### src/rtl/trigger_time_recorder_if.sv
// Write port into the trigger-timing memory: one word per wr_en cycle.
interface trigger_time_recorder_if;
  logic        wr_en;
  logic [13:0] wr_addr;
  logic [29:0] wr_data;

  modport master (output wr_en, wr_addr, wr_data);
  modport slave  (input  wr_en, wr_addr, wr_data);
endinterface

### src/rtl/trigger_time_recorder.sv
// Records trigger rising-edge times after an arm pulse into the replay table (addr 0 = count).
// Optional TRIG_REC_GLITCH_FILTER_EN: edges must be high for two samples; timestamp = first high sample.
//
// state  | meaning
// IDLE   | waiting for arm; outputs of the last run held
// ARMED  | timer running, edges recorded
// FLUSH  | run terminated; last entry write (if any) on the bus
// HEADER | header word on the bus, done pulsing
module trigger_time_recorder (
  input  logic                           clk,
  input  logic                           reset,
  input  logic                           arm,
  input  logic                           stop,
  input  logic                           trig_in,
  input  logic [13:0]                    max_triggers,
  trigger_time_recorder_if.master        wr_bus,
  output logic                           busy,
  output logic                           done,
  output logic [13:0]                    trig_count,
  output logic                           overflow
);
  typedef enum logic [1:0] {IDLE, ARMED, FLUSH, HEADER} state_t;

  localparam logic [29:0] TIMER_MAX = '1;

  state_t      state;
  logic [29:0] timer;
  logic [13:0] limit;
  logic        trig_d;
  logic        wr_en_q;
  logic [13:0] wr_addr_q;
  logic [29:0] wr_data_q;

  logic        edge_det;
  logic        flush_edge;
  logic [29:0] edge_time;
  logic [13:0] count_inc;
  logic        limit_hit;
  logic        timer_sat;

`ifdef TRIG_REC_GLITCH_FILTER_EN
  logic        cand_valid;
  logic [29:0] cand_time;

  // A candidate seen in the terminating cycle may still qualify while in FLUSH.
  assign edge_det   = cand_valid & trig_in;
  assign edge_time  = cand_time;
  assign flush_edge = edge_det;
`else
  assign edge_det   = trig_in & ~trig_d;
  assign edge_time  = timer;
  assign flush_edge = 1'b0;
`endif

  assign count_inc = trig_count + 14'd1;
  assign limit_hit = edge_det && (count_inc >= limit);
  assign timer_sat = (timer == TIMER_MAX);

  assign wr_bus.wr_en   = wr_en_q;
  assign wr_bus.wr_addr = wr_addr_q;
  assign wr_bus.wr_data = wr_data_q;

  always_ff @(posedge clk) begin
    if (reset) begin
      state      <= IDLE;
      timer      <= '0;
      limit      <= '0;
      trig_d     <= 1'b0;
      wr_en_q    <= 1'b0;
      wr_addr_q  <= '0;
      wr_data_q  <= '0;
      busy       <= 1'b0;
      done       <= 1'b0;
      trig_count <= '0;
      overflow   <= 1'b0;
`ifdef TRIG_REC_GLITCH_FILTER_EN
      cand_valid <= 1'b0;
      cand_time  <= '0;
`endif
    end else begin
      trig_d  <= trig_in;
      wr_en_q <= 1'b0;
      done    <= 1'b0;
`ifdef TRIG_REC_GLITCH_FILTER_EN
      cand_valid <= (state == ARMED) && trig_in && !trig_d;
      cand_time  <= timer;
`endif
      unique case (state)
        IDLE: begin
          if (arm) begin
            state      <= ARMED;
            busy       <= 1'b1;
            // Cycle A+n must see n, so the register is loaded with 1 at the arm edge.
            timer      <= 30'd1;
            trig_count <= '0;
            overflow   <= 1'b0;
            limit      <= (max_triggers == 14'd0) ? 14'h3FFF : max_triggers;
          end
        end
        ARMED: begin
          if (edge_det) begin
            wr_en_q    <= 1'b1;
            wr_addr_q  <= count_inc;
            wr_data_q  <= edge_time;
            trig_count <= count_inc;
          end
          if (stop || limit_hit || timer_sat) begin
            state    <= FLUSH;
            overflow <= overflow | timer_sat;
          end else begin
            timer <= timer + 30'd1;
          end
        end
        FLUSH: begin
          if (flush_edge) begin
            wr_en_q    <= 1'b1;
            wr_addr_q  <= count_inc;
            wr_data_q  <= edge_time;
            trig_count <= count_inc;
          end else begin
            wr_en_q   <= 1'b1;
            wr_addr_q <= '0;
            wr_data_q <= {16'b0, trig_count};
            done      <= 1'b1;
            state     <= HEADER;
          end
        end
        HEADER: begin
          busy  <= 1'b0;
          state <= IDLE;
        end
        default: state <= IDLE;
      endcase
    end
  end
endmodule

### src/flat_wrapper.sv
// flat-port wrapper written by rule: the top's interface ports become plain ports
module trigger_time_recorder_flat 
  (clk, reset, arm, stop, trig_in, max_triggers, busy, done, trig_count, overflow, wr_bus_wr_en, wr_bus_wr_addr, wr_bus_wr_data);
  trigger_time_recorder_if wr_bus_i ();
  input  logic clk;
  input  logic reset;
  input  logic arm;
  input  logic stop;
  input  logic trig_in;
  input  logic [13:0] max_triggers;
  output logic busy;
  output logic done;
  output logic [13:0] trig_count;
  output logic overflow;
  output wire logic [$bits(wr_bus_i.wr_en)-1:0] wr_bus_wr_en;
  output wire logic [$bits(wr_bus_i.wr_addr)-1:0] wr_bus_wr_addr;
  output wire logic [$bits(wr_bus_i.wr_data)-1:0] wr_bus_wr_data;
  assign wr_bus_wr_en = wr_bus_i.wr_en;
  assign wr_bus_wr_addr = wr_bus_i.wr_addr;
  assign wr_bus_wr_data = wr_bus_i.wr_data;
  trigger_time_recorder u_core (.clk(clk), .reset(reset), .arm(arm), .stop(stop), .trig_in(trig_in), .max_triggers(max_triggers), .wr_bus(wr_bus_i), .busy(busy), .done(done), .trig_count(trig_count), .overflow(overflow));
endmodule
### config.mk
export PLATFORM = sky130hd
export DESIGN_NAME = trigger_time_recorder_flat
export DESIGN_NICKNAME = d
export VERILOG_FILES = /design/src/rtl/trigger_time_recorder_if.sv /design/src/rtl/trigger_time_recorder.sv /design/src/flat_wrapper.sv
export SDC_FILE = /design/constraint.sdc
export NUM_CORES = 1
export LEC_CHECK = 0
export BUFFER_PORTS_ARGS = -buffer_cell sky130_fd_sc_hd__buf_2
export CORE_MARGIN = 2
export CORE_UTILIZATION = 57
export DETAILED_ROUTE_END_ITERATION = 6
export HOLD_SLACK_MARGIN = 0.12
export PLACE_DENSITY = 0.8
export SETUP_SLACK_MARGIN = 0.02
export SLEW_MARGIN = 30
export SYNTH_ARGS = -nofsm -noshare
export SYNTH_HDL_FRONTEND = slang
export SYNTH_SLANG_ARGS = --single-unit
### constraint.sdc
create_clock -name clk -period 4.6 [get_ports clk]
set_input_delay 1.38 -clock clk [delete_from_list [all_inputs] [get_ports clk]]
set_output_delay 1.38 -clock clk [all_outputs]
set_load 0.02 [all_outputs]
# Yosys cells after proc, flatten, opt, wreduce, memory -nomap -nowiden
# Cells that the tools add are included.
# totals
ramBits	0
latchBits	0
out_inout_bits	62
input_bits	19
register_bits	109
mem_count	0
mem_bits_ro	0
# classes
eq_ne	8
multipliers	0
add_sub_neg	2
n_shift	0
div_mod_pow	0
muxes	21
n_reduce_logical	15
n_bitwise	3
order_cmp	1
# ops
cell	n
$pmux 30 s2	2
$mux 30	3
$pmux 14 s2	2
$mux 14	3
$add 30x1->30 const B	1
$eq 30x30->1 const B	1
$add 14x1->14 const B	1
$ge 14x14->1	1
$logic_not 14->1	1
$reduce_and 3->1	3
$pmux 2 s4	1
$reduce_and 2->1	4
$pmux 1 s2	3
$reduce_bool 2->1	3
$mux 1	5
$eq 2x2->1 const B	2
$mux 2	2
$ne 2x1->1 const B	2
$ne 2x2->1 const B	2
$eq 2x1->1 const B	1
$logic_not 2->1	1
$logic_or 1x1->1	2
$and 1x1->1	1
$logic_and 1x1->1	1
other kinds (2)	2

# Longest topological paths before layout
# Gate-level depths: netlist (run 1).
# logic_depth
depth_word	7
ltp_mapped	17
ltp_nobuf	14

# Worst setup path after synthesis (run 1)
# No wires, ideal clock.
# synth_timing
kind	register to register
from	register u_core.trig_count[0]
to	register u_core.timer[14], in the netlist u_core.edge_time[14]
synth_period_minus_slack_ns	3.878
path_slack_ns	0.722
arrival_ns	3.758
n_path_buf	3
required_time_ns	4.480
stages_incl_launch_ff	18
cell_sequence	dfxtp_1 > ha_1 > and3_1 > and3_1 > and3_1 > clkbuf_1 > nand3_1 > xnor2_1 > ha_1 > a21oi_1 > nand2_1 > a221oi_2 > a2bb2oi_2 > buf_6 > nand2_1 > buf_4 > o211a_1 > a211o_1
# synth_between
elab_chain_cells	7
# synth_lines
element	line_no	source
start, declared	trigger_time_recorder.sv:19	output logic [13:0] trig_count,
start signal, assigned	trigger_time_recorder.sv:105	trig_count <= count_inc;
start signal, assigned	trigger_time_recorder.sv:119	trig_count <= count_inc;
$add 14x1->14	trigger_time_recorder.sv:55	assign count_inc = trig_count + 14'd1;
$ge 14x14->1	trigger_time_recorder.sv:56	assign limit_hit = edge_det && (count_inc >= limit);
$logic_and 1x1->1	trigger_time_recorder.sv:56	
$logic_or 1x1->1 (2 in series)	trigger_time_recorder.sv:107	if (stop || limit_hit || timer_sat) begin
$ne 2x2->1 (no line)	-	
$reduce_and 3->1 (no line)	-	
end signal, assigned	trigger_time_recorder.sv:111	timer <= timer + 30'd1;
end, declared	trigger_time_recorder.sv:27	logic [29:0] timer;
# No other way between the ends.
# A chain may end at the register's enable or synchronous reset.

# Worst setup path after layout (run 1)
# layout_timing
from	register u_core.trig_count[0]
to	register u_core.timer[4], in the netlist u_core.edge_time[4]
# Same word-level chain as after synthesis.

==> results of run 1 <==
logic make-up (layout without fill, tap and decap cells):
kind of cell,Yosys count,in the layout,synth area share
buffers and inverters,66,132,0.0521
AND/OR/NAND/NOR,245,245,0.225
adder cells (fa/ha/maj),20,20,0.0476
AO/OA/AOI/OAI,166,166,0.214
flip-flops,109,109,0.415
XOR/XNOR,12,12,0.0200
multiplexers,14,14,0.0266
layout by cell type (no fill, tap or decap), types with 3 or more instances in the layout:
cell type and instances:
dfxtp_1 109, nor2_1 94, buf_2 80, nand2_1 43, nand3_1 42, a21oi_1 34, o21ai_0 29, a211oi_1 29
a22oi_1 29, inv_1 24, ha_1 19, mux2i_1 14, nand4_1 12, buf_4 12, clkbuf_8 10, nor3_1 8
a31oi_1 8, nor4_1 7, o31ai_1 7, xor2_1 6, xnor2_1 6, and3_1 6, and4_1 4, nand2b_1 4
and2_1 4, o21ai_1 4, or4_1 4, or3_1 3, a211o_1 3, o211ai_1 3
state kept, by name, summed over array words and instances, names as in the netlist:
name / flops
u_core.overflow: 1
u_core.busy: 1
u_core.wr_bus.wr_en: 1
u_core.state: 2
u_core.limit: 14
u_core.trig_d: 1
u_core.wr_bus.wr_addr: 14
u_core.edge_time: 30
u_core.done: 1
u_core.wr_bus.wr_data: 30
u_core.trig_count: 14
path summary, 6_finish.rpt:
path | to | slack (ns) | cells past startpoint
worst max-delay path | u_core.edge_time[4] | 0.39 | 14
worst min-delay path | u_core.limit[4] | 0.50 | 2
worst max register to register | u_core.edge_time[4] | 0.39 | 14
worst min register to register | u_core.limit[4] | 0.50 | 2
final cells by class:
class / instances / area (um2) / area share
Multi-Input combinational cell: 457 / 2820 / 0.475
Sequential cell: 109 / 2180 / 0.368
Timing Repair Buffer: 92 / 490 / 0.0827
Tap cell: 111 / 139 / 0.0234
Clock buffer: 10 / 138 / 0.0232
Inverter: 24 / 90.1 / 0.0152
Clock inverter: 6 / 77.6 / 0.0131
worst max-delay path, cell delays in order (launching register included):
cell and delay [ns]:
dfxtp_1 0.52, ha_1 0.29, and3_1 0.20, and3_1 0.23, and3_1 0.27, nand3_1 0.12
xnor2_1 0.26, ha_1 0.31, a21oi_1 0.16, nand2_1 0.08, a221oi_2 0.32, a2bb2oi_2 0.34
nand2_1 0.34, o311ai_0 0.40, o311ai_0 0.21
report_power, final:
group          internal [W]  switching (W)
Combinational      0.000295       0.000689
Clock              0.000279       0.000354
Sequential          0.00105      0.0000587
through the flow:
step	instances	hold WS [ns]	utilization
2_1_floorplan	632	0.443	-
5_1_grt	809	0.511	0.651
3_3_place_gp	793	0.462	0.627
4_1_cts	809	0.486	0.651
6_report	809	0.496	0.651
3_5_place_dp	793	0.469	0.627
per-layer routing:
metal	global-route usage	vias to the layer above	part of all wire	wire length, um
met5	0	-	0	0
met4	0.0738	0	0.012	177
met3	0.0641	23	0.082	1210
met2	0.465	263	0.46	6830
met1	0.425	2389	0.44	6530
li1	-	2406	-	-
==> run_results.csv, run 1 <==
group,metric,value,unit
logic_synthesis,syn_area,0.00526,mm2
placement,portBuffers,80,
logic_synthesis,synth_nets,671,
detailed_routing,first_pass_iters,5,
timing,worst_clock_skew,0.00692,ns
finish,final_area,0.00593,mm2
clocking,clkTransAtPathRegs,0.11,ns
setup_path,crit_type,"reg -> reg",
clocking,clockRootBuffer,"clkbuf_8",
detailed_routing,routed-via-count,5081,
timing,min_period,4.21,ns
finish,antenna_cells,0,
logic_synthesis,synth.most_common_cell,"dfxtp_1",
logic_synthesis,synth_common_cells,"dfxtp_1 (109), nor2_1 (95), nand2_1 (43)",
logic_synthesis,synth_cells,632,
setup_path,endpoint_kind,"register",
finish,drive_gt1_frac,0.176,
setup_path,cp.arrival,4.45,ns
setup_path,r2r-start,"u_core.trig_count[0]",
timing,hold_violations,0,
detailed_routing,drtIter0Drc,437,
power_and_ir_drop,power_density,459,mW/mm2
die,io_pins,81,
detailed_routing,drc,0,
die,die-area,0.0100,mm2
clocking,hold_buffers,0,
global_routing,antenna_found_initial,0,
global_routing,grt_pass1_wl,23700,um
placement,preCtsSetupSlack,0.559,ns
logic_synthesis,synth_cell_types,56,
setup_path,crit_required,4.84,ns
clocking,ctsResizeCount,0,
finish,area_growth_syn_to_layout,12.7,%
timing,relSlewSlack,0.378,
worst_hold_path,holdCritPathClass,"reg -> reg",
setup_path,critPathMaxFanout,12,
outcome,outcome,"finished clean",
logic_synthesis,avgSynthCellArea,8.33,um2
timing,grt_setup_unrepaired,"no",
logic_synthesis,ys_ff_latch,109,
timing,min_period_over_period,0.915,
timing,setup_tns,0,ns
detailed_routing,ant_nets,0,
die,dieHeight,100,um
clocking,cts.path.max_buffers,2,
clocking,cts_buffers,9,
detailed_routing,vias_per_cell,6.28,
clocking,cts_tree,"done",
global_routing,grt_overflow,0,
die,core,0.00911,mm2
detailed_routing,routed_wl,14800,um
setup_path,critical_path.startpoint,"u_core.trig_count[0]",
clocking,clk_latency,0.38,ns
setup_path,worstSetupStartpointType,"register",
global_routing,grt_max_degree,49,
global_routing,grtUsageTotal,0.298,
logic_synthesis,ys.flop_type,"dfxtp_1",
finish,nNetsFinal,732,
logic_synthesis,synth_edf_count,0,
finish,n_fill_cell,730,
die,initial_core_util,0.578,
timing,setup_slack,0.389,ns
timing,drv_slew,0,
power_and_ir_drop,p_total,0.00273,W
logic_synthesis,synthArstFlopShare,0,
logic_synthesis,yosysSeqAreaShare,0.415,
clocking,post-cts-setup-buffers,0,
power_and_ir_drop,leakage,2.40,nW
die,rows,35,
worst_hold_path,min-delay-start,"u_core.limit[4]",
timing,worst_slew_pin_slew,0.932,ns
logic_synthesis,ys_warn_count,0,
timing,max_freq,237,MHz
die,fp.dieW,100,um
logic_synthesis,yosysTopAreaCellShare,0.415,
clocking,ctsHtreeMaxLevel,3,
run,drv_cap,0,
logic_synthesis,synth_top_area_cell,"dfxtp_1",
clocking,cts_sinks,109,
placement,place_area,0.00571,mm2
global_routing,grt_pass1_vias,4570,
placement,dp_hpwl,10400,um
detailed_routing,wl_per_cell,18.2,um
logic_synthesis,synth_area_leaders,"dfxtp_1 (41%), nor2_1 (6.8%), ha_1 (4.8%)",
timing,finalSetupViolCount,0,
power_and_ir_drop,peakVddDrop,232,uV
placement,place_congestion,0.895,
No activity file was read; power rests on OpenSTA's default activity.
==> inputs of run 2 (changes only) <==
--- a/config.mk
+++ b/config.mk
@@ -5,12 +5,13 @@
 export SDC_FILE = /design/constraint.sdc
 export NUM_CORES = 1
 export LEC_CHECK = 0
+export ABC_AREA = 1
 export BUFFER_PORTS_ARGS = -buffer_cell sky130_fd_sc_hd__buf_2
 export CORE_MARGIN = 2
-export CORE_UTILIZATION = 57
+export CORE_UTILIZATION = 58
 export DETAILED_ROUTE_END_ITERATION = 6
 export HOLD_SLACK_MARGIN = 0.12
-export PLACE_DENSITY = 0.8
+export PLACE_DENSITY = 0.81
 export SETUP_SLACK_MARGIN = 0.02
 export SLEW_MARGIN = 30
 export SYNTH_ARGS = -nofsm -noshare
==> run 2 against run 1 <==
Count of clock-buffer cells in the layout is 1 lower. Worst setup slack improved by 0.27 ns. Combinational power grew 27%. Total power rose by 18%. Clock skew increased by 0.00092 ns. Final cell count rose by 29%. Sequential power up 23%. Clock power shrank 6.6%. Utilization increased by 0.34 points. Non-clock buffer count down 5. Die area grew 5.7%.
==> run_results.csv, run 2 <==
group,metric,value,unit
power_and_ir_drop,power_density,509,mW/mm2
clocking,cts.path.max_buffers,2,
logic_synthesis,synthAdderAreaFrac,0.0441,
setup_path,cpMostUsedCell,"nand2_1",
logic_synthesis,synth_common_cells,"nand2_1 (256), nor2_1 (111), dfxtp_1 (109)",
detailed_routing,ant_nets,0,
timing,drv_slew,0,
detailed_routing,first_pass_iters,5,
run,drv_cap,0,
die,core,0.00964,mm2
setup_path,worstSetupStartpointType,"register",
clocking,ctsResizeCount,0,
power_and_ir_drop,peakVddDrop,257,uV
die,initial_core_util,0.589,
timing,relSlewSlack,0.425,
logic_synthesis,syn_area,0.00567,mm2
outcome,outcome,"finished clean",
timing,worst_clock_skew,0.00784,ns
clocking,post-cts-setup-buffers,0,
timing,hold_violations,0,
logic_synthesis,synth_area_leaders,"dfxtp_1 (38%), nand2_1 (17%), nor2_1 (7.3%)",
timing,max_freq,254,MHz
setup_path,endpoint_kind,"register",
logic_synthesis,synth_nets,891,
timing,grt_setup_unrepaired,"no",
logic_synthesis,ys_warn_count,0,
setup_path,cp.arrival,4.24,ns
global_routing,grtUsageTotal,0.271,
die,die-area,0.0106,mm2
global_routing,antenna_found_initial,0,
logic_synthesis,ys_ff_latch,109,
placement,dp_hpwl,10500,um
finish,area_growth_syn_to_layout,11.2,%
clocking,hold_buffers,0,
logic_synthesis,synth_edf_count,0,
logic_synthesis,avgSynthCellArea,6.66,um2
clocking,clk_latency,0.37,ns
setup_path,cpLargestDelayFamily,"simple AND/OR/NAND/NOR gates",
setup_path,slowest_delay,0.69,ns
finish,drive_gt1_frac,0.138,
finish,final_area,0.00631,mm2
finish,antenna_cells,0,
logic_synthesis,synth_top_family_by_area,"simple AND/OR/NAND/NOR gates",
die,rows,36,
finish,post-route-util,0.655,
placement,place_area,0.00611,mm2
logic_synthesis,synth_top_area_cell,"dfxtp_1",
global_routing,grt_overflow,0,
timing,setup_tns,0,ns
clocking,cts_sinks,109,
worst_hold_path,holdCritPathClass,"reg -> reg",
setup_path,crit_type,"reg -> reg",
clocking,clkTransAtPathRegs,0.10,ns
global_routing,grt_max_degree,67,
logic_synthesis,muxShareOfSynthArea,0,
placement,portBuffers,80,
logic_synthesis,synth_cell_types,35,
detailed_routing,routed_wl,14300,um
detailed_routing,vias_per_cell,5.32,
finish,nNetsFinal,948,
clocking,cts_buffers,9,
clocking,cts_tree,"done",
logic_synthesis,synth-compound-area-share,0.131,
clocking,ctsHtreeMaxLevel,3,
die,fp.dieW,103,um
logic_synthesis,synth_cells,852,
logic_synthesis,synthSimpleGateAreaFrac,0.336,
logic_synthesis,synth.most_common_cell,"nand2_1",
logic_synthesis,yosysTopAreaCellShare,0.385,
setup_path,worst-path-buf-inv,1,
timing,min_period,3.94,ns
clocking,clockRootBuffer,"clkbuf_8",
timing,worst_slew_pin_slew,0.861,ns
finish,final_cell_mix,"nand2_1 (256), nor2_1 (111), dfxtp_1 (109), buf_2 (80), inv_1 (70)",
die,io_pins,81,
detailed_routing,drtIter0Drc,288,
global_routing,grt_pass1_vias,4836,
logic_synthesis,synth_xor_xnor_area_share,0.0232,
logic_synthesis,synthArstFlopShare,0,
power_and_ir_drop,leakage,2.72,nW
detailed_routing,drc,0,
finish,layout_commonest_cell,"nand2_1",
detailed_routing,wl_per_cell,13.6,um
setup_path,critPathMaxFanout,48,
die,dieHeight,103,um
detailed_routing,routed-via-count,5565,
timing,finalSetupViolCount,0,
logic_synthesis,yosysSeqAreaShare,0.385,
setup_path,crit_required,4.89,ns
global_routing,grt_pass1_wl,22800,um
setup_path,path_cells,"nand3_1, nor2_1, nand4_1, nor2_1, nand2_1, o21ai_0, and2_1, ha_1, nand2_1, inv_1, nand2_1, nand2_1, nor2_1, nand3_1, nand2_1, nand3_2, nand2_2, nand2_1, a21oi_1",
placement,place_congestion,0.893,
timing,hold_slack,0.464,ns
setup_path,slowest_stage,"nand2_2",
logic_synthesis,ys.flop_type,"dfxtp_1",
timing,min_period_over_period,0.857,
==> run 2: changes by cell type after synthesis, moves of 7 or more <==
cell      previous run  this run
nand2_1             43       256
inv_1               24        70
a21oi_1             35        66
a211oi_1            29         0
a22oi_1             29         1
nor2_1              95       111
mux2i_1             14         0
nand3_1             42        55
a31oi_1              8        18
a221oi_1             0         9
o31ai_1              7         0
or2_2                2         9
==> run 2: cell type report <==
class / instances / area (um2)
multi-input combinational: 628 / 3030
timing repair buffer: 87 / 453
clock buffer: 9 / 124
inverter: 74 / 278
fill: 929 / 3330
clock inverter: 7 / 75.1
sequential: 109 / 2180
tap: 133 / 166
==> run 2: kinds of logic after synthesis <==
| kind of cell | after synthesis |
|---|---|
| buffers and inverters | 115 |
| AOI/OAI and AO/OA | 131 |
| DFF | 109 |
| xor gates and xnor gates | 15 |
| and+or+nand+nor | 462 |
| adders and majority gates | 20 |
==> run 2: where the power goes <==
part | switching [W] | internal, W
combinational | 0.000851 | 0.000401
sequential | 0.000219 | 0.00115
clock | 0.000336 | 0.000254
total | 0.00141 | 0.00181
==> run 2: path summary, 6_finish.rpt <==
check                            start                        end  slack, ns  cells past startpoint
max               u_core.trig_count[0]       u_core.edge_time[29]       0.66                     19
min          u_core.wr_bus.wr_data[15]  u_core.wr_bus.wr_data[15]       0.46                      2
max reg2reg       u_core.trig_count[0]       u_core.edge_time[29]       0.66                     19
min reg2reg  u_core.wr_bus.wr_data[15]  u_core.wr_bus.wr_data[15]       0.46                      2
==> run 2: worst min-delay path, delay by kind of cell (launching register included) <==
kind,cells,cell delay [ns]
AND/OR/NAND/NOR,1,0.06
flip-flops,1,0.32
AO/OA/AOI/OAI,1,0.05
==> run 2: through the flow <==
stage          setup slack (ns)  instances  power [W]
2_1_floorplan              1.61        852    0.00233
3_3_place_gp              0.747       1031    0.00261
3_5_place_dp              0.721       1031    0.00262
4_1_cts                   0.691       1047    0.00320
5_1_grt                   0.129       1047    0.00345
6_report                  0.656       1047    0.00321
==> run 2: routing by layer <==
| layer | global-route usage | vias to the layer above | part of all wire |
|---|---|---|---|
| met5 | 0 | - | 0 |
| li1 | - | 2866 | - |
| met4 | 0.115 | 0 | 0.039 |
| met3 | 0.0366 | 36 | 0.049 |
| met2 | 0.445 | 170 | 0.46 |
| met1 | 0.358 | 2493 | 0.45 |
